<file path="src/rtl/riscv_mc_ctrl.sv">
// Multi-cycle RV32I control unit: FETCH/DECODE/EXEC/MEM/WB/TRAP sequencer
// with opcode-driven datapath controls and a retired-instruction counter.
module riscv_mc_ctrl #(
    parameter int unsigned CNT_W = 32
) (
    input  logic             clk,
    input  logic             rst_n,
    input  logic [31:0]      inst,
    input  logic             branch_taken,
    input  logic             imem_ready,
    input  logic             dmem_ready,
    output logic             imem_req,
    output logic             ir_we,
    output logic             dmem_req,
    output logic             dmem_we,
    output logic             pc_we,
    output logic [1:0]       pc_sel,
    output logic             rf_we,
    output logic [2:0]       imm_op,
    output logic             alu_a_pc,
    output logic             alu_b_imm,
    output logic [1:0]       wb_sel,
    output logic             trap,
    output logic [CNT_W-1:0] instret
);

    localparam int unsigned OPC_W = 7;

    localparam logic [OPC_W-1:0] OPC_LUI    = 7'b0110111;
    localparam logic [OPC_W-1:0] OPC_AUIPC  = 7'b0010111;
    localparam logic [OPC_W-1:0] OPC_JAL    = 7'b1101111;
    localparam logic [OPC_W-1:0] OPC_JALR   = 7'b1100111;
    localparam logic [OPC_W-1:0] OPC_BRANCH = 7'b1100011;
    localparam logic [OPC_W-1:0] OPC_LOAD   = 7'b0000011;
    localparam logic [OPC_W-1:0] OPC_STORE  = 7'b0100011;
    localparam logic [OPC_W-1:0] OPC_OPIMM  = 7'b0010011;
    localparam logic [OPC_W-1:0] OPC_OP     = 7'b0110011;

    localparam logic [1:0] PC_PLUS4  = 2'b00;
    localparam logic [1:0] PC_TARGET = 2'b01;
    localparam logic [1:0] PC_TRAP   = 2'b10;

    localparam logic [2:0] IMM_NONE = 3'b000;
    localparam logic [2:0] IMM_I    = 3'b001;
    localparam logic [2:0] IMM_U    = 3'b010;
    localparam logic [2:0] IMM_S    = 3'b011;
    localparam logic [2:0] IMM_B    = 3'b100;
    localparam logic [2:0] IMM_J    = 3'b101;

    localparam logic [1:0] WB_ALU  = 2'b00;
    localparam logic [1:0] WB_LOAD = 2'b01;
    localparam logic [1:0] WB_PC4  = 2'b10;

    typedef enum logic [2:0] {
        S_FETCH  = 3'd0,
        S_DECODE = 3'd1,
        S_EXEC   = 3'd2,
        S_MEM    = 3'd3,
        S_WB     = 3'd4,
        S_TRAP   = 3'd5
    } state_t;

    state_t           state;
    state_t           state_next;
    logic [OPC_W-1:0] opcode;
    logic             unused_inst;

    logic             is_legal;
    logic             is_branch;
    logic             is_load;
    logic             is_store;
    logic             is_jump;
    logic [2:0]       dec_imm_op;
    logic             dec_alu_a_pc;
    logic             dec_alu_b_imm;
    logic [1:0]       dec_wb_sel;

    logic             retire;
    logic [CNT_W-1:0] instret_q;

    assign opcode      = inst[OPC_W-1:0];
    assign unused_inst = ^inst[31:OPC_W];
    assign instret     = instret_q;

    // Opcode decode; illegal opcodes leave every datapath control at zero.
    always_comb begin
        is_legal      = 1'b1;
        is_branch     = 1'b0;
        is_load       = 1'b0;
        is_store      = 1'b0;
        is_jump       = 1'b0;
        dec_imm_op    = IMM_NONE;
        dec_alu_a_pc  = 1'b0;
        dec_alu_b_imm = 1'b0;
        dec_wb_sel    = WB_ALU;
        case (opcode)
            OPC_LUI: begin
                dec_imm_op    = IMM_U;
                dec_alu_b_imm = 1'b1;
            end
            OPC_AUIPC: begin
                dec_imm_op    = IMM_U;
                dec_alu_a_pc  = 1'b1;
                dec_alu_b_imm = 1'b1;
            end
            OPC_JAL: begin
                is_jump       = 1'b1;
                dec_imm_op    = IMM_J;
                dec_alu_a_pc  = 1'b1;
                dec_alu_b_imm = 1'b1;
                dec_wb_sel    = WB_PC4;
            end
            OPC_JALR: begin
                is_jump       = 1'b1;
                dec_imm_op    = IMM_I;
                dec_alu_b_imm = 1'b1;
                dec_wb_sel    = WB_PC4;
            end
            OPC_BRANCH: begin
                is_branch     = 1'b1;
                dec_imm_op    = IMM_B;
                dec_alu_a_pc  = 1'b1;
            end
            OPC_LOAD: begin
                is_load       = 1'b1;
                dec_imm_op    = IMM_I;
                dec_alu_b_imm = 1'b1;
                dec_wb_sel    = WB_LOAD;
            end
            OPC_STORE: begin
                is_store      = 1'b1;
                dec_imm_op    = IMM_S;
                dec_alu_b_imm = 1'b1;
            end
            OPC_OPIMM: begin
                dec_imm_op    = IMM_I;
                dec_alu_b_imm = 1'b1;
            end
            OPC_OP: begin
                dec_imm_op    = IMM_NONE;
            end
            default: begin
                is_legal      = 1'b0;
            end
        endcase
    end

    always_ff @(posedge clk or negedge rst_n) begin
        if (!rst_n) begin
            state <= S_FETCH;
        end else begin
            state <= state_next;
        end
    end

    always_comb begin
        state_next = state;
        case (state)
            S_FETCH:  if (imem_ready) state_next = S_DECODE;
            S_DECODE: state_next = is_legal ? S_EXEC : S_TRAP;
            S_EXEC: begin
                if (is_branch) begin
                    state_next = S_FETCH;
                end else if (is_load || is_store) begin
                    state_next = S_MEM;
                end else begin
                    state_next = S_WB;
                end
            end
            S_MEM:    if (dmem_ready) state_next = is_store ? S_FETCH : S_WB;
            S_WB:     state_next = S_FETCH;
            S_TRAP:   state_next = S_FETCH;
            default:  state_next = S_FETCH;
        endcase
    end

    // Fetch strobes are qualified by rst_n because the reset state is FETCH
    // and the fetch must stay quiet until reset has been released.
    always_comb begin
        imem_req  = 1'b0;
        ir_we     = 1'b0;
        dmem_req  = 1'b0;
        dmem_we   = 1'b0;
        pc_we     = 1'b0;
        pc_sel    = PC_PLUS4;
        rf_we     = 1'b0;
        trap      = 1'b0;
        retire    = 1'b0;
        imm_op    = IMM_NONE;
        alu_a_pc  = 1'b0;
        alu_b_imm = 1'b0;
        wb_sel    = WB_ALU;
        if (state inside {S_DECODE, S_EXEC, S_MEM, S_WB}) begin
            imm_op    = dec_imm_op;
            alu_a_pc  = dec_alu_a_pc;
            alu_b_imm = dec_alu_b_imm;
            wb_sel    = dec_wb_sel;
        end
        case (state)
            S_FETCH: begin
                imem_req = rst_n;
                ir_we    = rst_n & imem_ready;
            end
            S_EXEC: begin
                if (is_branch) begin
                    pc_we  = 1'b1;
                    pc_sel = branch_taken ? PC_TARGET : PC_PLUS4;
                    retire = 1'b1;
                end
            end
            S_MEM: begin
                dmem_req = 1'b1;
                dmem_we  = is_store;
                if (dmem_ready && is_store) begin
                    pc_we  = 1'b1;
                    retire = 1'b1;
                end
            end
            S_WB: begin
                rf_we  = 1'b1;
                pc_we  = 1'b1;
                pc_sel = is_jump ? PC_TARGET : PC_PLUS4;
                retire = 1'b1;
            end
            S_TRAP: begin
                trap   = 1'b1;
                pc_we  = 1'b1;
                pc_sel = PC_TRAP;
            end
            default: ;
        endcase
    end

    // Retired-instruction counter; wraps naturally at 2^CNT_W.
    always_ff @(posedge clk or negedge rst_n) begin
        if (!rst_n) begin
            instret_q <= '0;
        end else if (retire) begin
            instret_q <= instret_q + CNT_W'(1);
        end
    end

endmodule

</file>
<file path="config.mk">
export PLATFORM = sky130hd
export DESIGN_NAME = riscv_mc_ctrl
export DESIGN_NICKNAME = d
export VERILOG_FILES = /design/src/rtl/riscv_mc_ctrl.sv
export SDC_FILE = /design/constraint.sdc
export NUM_CORES = 1
export LEC_CHECK = 0
export ABC_AREA = 1
export BUFFER_PORTS_ARGS = -buffer_cell sky130_fd_sc_hd__buf_4
export CORE_MARGIN = 3
export CORE_UTILIZATION = 51
export CTS_CLUSTER_DIAMETER = 40
export CTS_CLUSTER_SIZE = 25
export DETAILED_ROUTE_END_ITERATION = 10
export PLACE_DENSITY = 0.89
export SYNTH_ARGS = -nofsm -noshare
export SYNTH_HDL_FRONTEND = slang
export SYNTH_SLANG_ARGS = --single-unit
</file>
<file path="constraint.sdc">
create_clock -name clk -period 1.9 [get_ports clk]
set_clock_uncertainty 0.1 [all_clocks]
set_input_delay 0.095 -clock clk [delete_from_list [all_inputs] [get_ports clk]]
set_output_delay 0.095 -clock clk [all_outputs]
set_load 0.01 [all_outputs]
</file>
Yosys cells after proc, flatten, opt, wreduce, memory -nomap -nowiden
Index checks and enable logic that the tools add are counted.

Equality and inequality tests: 16. Reductions and logical operators: 12. Mux-type cells: 34. Add/sub/neg operators: 1. Bitwise operators: 1.

Operators with widths (count): $add 32x1->32 const B (1); $eq 7x6->1 const B (3); $eq 7x7->1 const B (3); $mux 3 (7); $mux 1 (20); $pmux 3 s5 (1); $eq 7x5->1 const B (2); $pmux 3 s4 (1); $reduce_or 9->1 (1); $eq 7x2->1 const B (1); $reduce_or 7->1 (1); $eq 3x2->1 const B (2); $eq 3x3->1 const B (2); $pmux 1 s3 (2); $pmux 2 s3 (1); $reduce_or 2->1 (3); $reduce_or 3->1 (2); $ne 2x2->1 const B (2); $pmux 2 s2 (1); $reduce_bool 4->1 (1); $eq 3x1->1 const B (1); $logic_not 3->1 (1); $mux 2 (1); $reduce_and 2->1 (1); 3 further kinds (3).

Output and inout bits: 48. Logic and storage cells: 66. Register bits: 35.

Longest topological paths before layout
Depth in word-level cells: 6. Gate-level depth with buffers: 11. Mapped depth without buffers: 10.

Worst setup path before layout
Ideal clock, no wire load.

Kind: flip-flop to flip-flop. Start point: register instret_q[0], in the netlist instret[0]. End point: register instret_q[28], in the netlist instret[28]. Path buffers: 0. Data arrival time: 1.459 ns. Cell stages (with the launch flop): 11. Setup slack: 0.224 ns. Cell sequence: dfrtp_1 -> ha_1 -> inv_1 -> nor2_2 -> inv_1 -> nor2_1 -> nand2_1 -> nand2_1 -> nand2_1 -> nand2_1 -> nand2_1.

Longest elaborated chain between the ends: 1.

RTL lines: from (decl) (line 79) `logic [CNT_W-1:0] instret_q;`; from (signal assigned) (line 239) `instret_q <= instret_q + CNT_W'(1);`; $add 32x1->32 (line 239).

Every way passes these cells. A chain may end at the register's enable or synchronous reset.

Worst setup path after layout
Start point: register state[2]. End point: output alu_a_pc.

Longest elaborated chain between the ends: 3. Elaborated cells between the ends (all ways): 6. Classes of those cells: 4 x eq/ne; 1 x mux; 1 x reduce/logical.

RTL lines: from (decl) (line 63) `state_t state;`; from (signal assigned) (line 152) `state <= state_next;`; $eq 3x1->1 (tied with other cells) (line 193) `if (state inside {S_DECODE, S_EXEC, S_MEM, S_WB}) begin`; $reduce_bool 4->1 * (line 193); $mux 1 * (line 193); to (decl) (line 20) `output logic alu_a_pc,`.

Mark *: on every way between the ends. The rest lies on a longest branch, timed or not.

==> results.yml <==
run_status:
  status: "finished clean"
worst_setup_path:
  critPathRequiredTime_ps: 1700
  crit_path_top_delay_cell: "dfrtp_1"
  path_depth: 9
  path_max_fanout: 6
  cp.arrival_ps: 1700
  path_cells: "inv_2, buf_4, nand3_1, nand3_4, nand2_1, inv_1, nand2_1, o211ai_1, buf_4"
  crit_path_max_incr_delay_ps: 430
  r2r_cells: 10
  end_kind: "output port"
  cpLargestDelayFamily: "buffers and inverters"
  critPathKind: "register to output port"
  crit_buf_inv: 4
  cp-start-kind: "register"
power:
  p_leak_nw: 1.76
  ir_drop_uv: 680
  p_total_w: 0.00273
  power_density_mw_per_mm2: 808
cells_and_area:
  final_common_cell: "nand2_1"
  antenna_cells: 0
  final_cell_mix: "nand2_1 (209), buf_4 (70), nor2_1 (62)"
  synthToLayoutAreaGrowth_pct: 29.2
  drive_gt1_frac: 0.219
  utilization: 0.697
  layout.nets: 531
clock_tree:
  cts_buffer_depth: 2
  cts_tree: "built"
  clk_transition_reported_paths_ps: 70
  clock_latency_ps: 290
  cts_sinks: 35
  htreeDepth: 2
  cts_buffers: 5
  cts_root_buf: "clkbuf_8"
synthesis:
  syn_nets: 456
  synth_cell_types: 27
  synth_area_leaders: "dfrtp_1 (33%), nand2_1 (30%), nor2_1 (9.0%)"
  synth_area_sq_mm: 0.00262
  synth_top_cell_by_area: "dfrtp_1"
  synth-seq-cells: 35
  synth_edf_count: 0
  yosys_warnings: 0
  synth_top_area_share: 0.335
  async_flop_share: 1.00
  synth_cells: 418
  synthFlopType: "dfrtp_1"
  syn_avg_cell_area_sq_um: 6.26
  seq_area_frac_synth: 0.335
global_routing:
  grt_start_max_net_pins: 37
  grt_antenna_before_repair: 0
  grt_pass1_wl_mm: 11.6
  grt.total_usage: 0.238
  grt_remaining_overflow: 0
  grt_pass1_vias: 2623
die:
  boundaryPins: 85
  core_area_sq_mm: 0.00485
  dieArea_sq_mm: 0.00603
  die_height_um: 77.6
  die_w_um: 77.6
  rows: 25
  initial_core_util: 0.540
detailed_routing:
  drtAntennaViolNets: 0
  post_drt_wl_per_cell_um: 13.1
  vias: 2873
  routed_via_density: 5.12
  drtIter0Drc: 261
  drt_pass1_iterations: 5
  wirelength_mm: 7.35
  route.detailed.drc: 0
timing:
  rsz0062_at_grt: "yes"
  setup_viol: 0
  fmax_mhz: 529
  slew_violations: 0
  period_minus_slack_ps: 1890
  finalHoldViolCount: 0
  relSlewSlack: 0.743
  worst_slew_pin_slew_ps: 385
  finalCritPeriodShare: 0.996
  setup_tns_ps: 0
job:
  drv_cap: 0
placed_design:
  dpl.hpwl_mm: 5.12
  gp_congestion: 0.886
  io_buffers: 59
hold_path:
  hold_path_class: "input port to register"
  min_path_cells: 4
-- flip-flops by register name, indices dropped and copies added (netlist names) --
| signal | count |
|---|---|
| instret | 32 |
| state | 3 |
-- synthesized netlist by cell type, types with 2 or more instances --
cell type    n
o21ai_0      4
buf_4        2
inv_2        8
nor2_4       5
nand3_1     13
dfrtp_1     35
nor2_2       3
nand2_1    210
buf_6        3
nor2_1      63
xor2_1      14
nand4_1      3
nand2_2      3
nand3b_1    15
inv_1       25
-- stage by stage --
stage / setup slack [ps] / hold WS (ps) / std cells / instance area, sq um
global route: -125 / 59.1 / 561 / 3380
global placement: 240 / -104 / 543 / 3140
finish: 8.03 / 18.7 / 561 / 3380
floorplan: 224 / -301 / 418 / 2620
detailed placement: 200 / -95.3 / 543 / 3140
CTS: 14.3 / 26.6 / 552 / 3270
-- worst paths after layout --
path | to | startpoint | slack [ps]
min | state[0] | dmem_ready | 20
min in group asynchronous | instret[20] | rst_n | 130
min reg2reg | instret[31] | instret[31] | 440
max reg2reg | instret[28] | instret[1] | 170
max in group asynchronous | state[0] | rst_n | 1030
max | alu_a_pc | state[2] | 8
-- routing by layer --
layer | GRT usage | vias to the layer above | wire length (um) | share of wire
li1 | - | 1435 | - | -
met1 | 0.308 | 1308 | 3170 | 0.43
met2 | 0.414 | 113 | 3630 | 0.49
met3 | 0.0476 | 17 | 434 | 0.059
met4 | 0.0427 | 0 | 116 | 0.016
met5 | 0 | - | 0 | 0
-- worst register-to-register path, stage by stage, from the launching register on --
cell and delay [ps]:
dfrtp_1 390, ha_1 290, inv_1 110, nor2_2 170, inv_1 80, nor2_2 180
nand2_1 80, nand2_1 60, nand2_1 50, nand2_1 60, nand2_1 60
-- timing repair --
action	CTS	global route
setup buffers	0	8
gates resized for setup	5	11
hold endpoints to repair	35	0
hold buffers	1	0
gates cloned	0	1
setup endpoints to repair	4	5
pin swaps	0	5
-- final cells by class --
class	instances	area [sq um]
clock buffer	8	100
fill	399	1470
inverter	34	154
multi-input combinational	344	1600
sequential	35	877
tap	67	83.8
timing repair buffer	72	556
timing repair inverter	1	11.3
-- power breakdown --
group          switching (W)  internal, W  leakage [nW]
clock               0.000270     0.000331        0.0515
combinational       0.000730     0.000470          1.23
sequential          0.000102     0.000826         0.478
-- cell families (layout without fill, tap and decap cells) --
group / after synthesis / count (layout) / synth area share
adders and majority gates: 1 / 1 / 0.00478
and+or+nand+nor: 319 / 319 / 0.521
xor gates and xnor gates: 15 / 15 / 0.0502
AOI/OAI and AO/OA: 9 / 9 / 0.0210
buffers and inverters: 39 / 115 / 0.0684
DFF: 35 / 35 / 0.335
No activity file was read; power rests on OpenSTA's default activity.
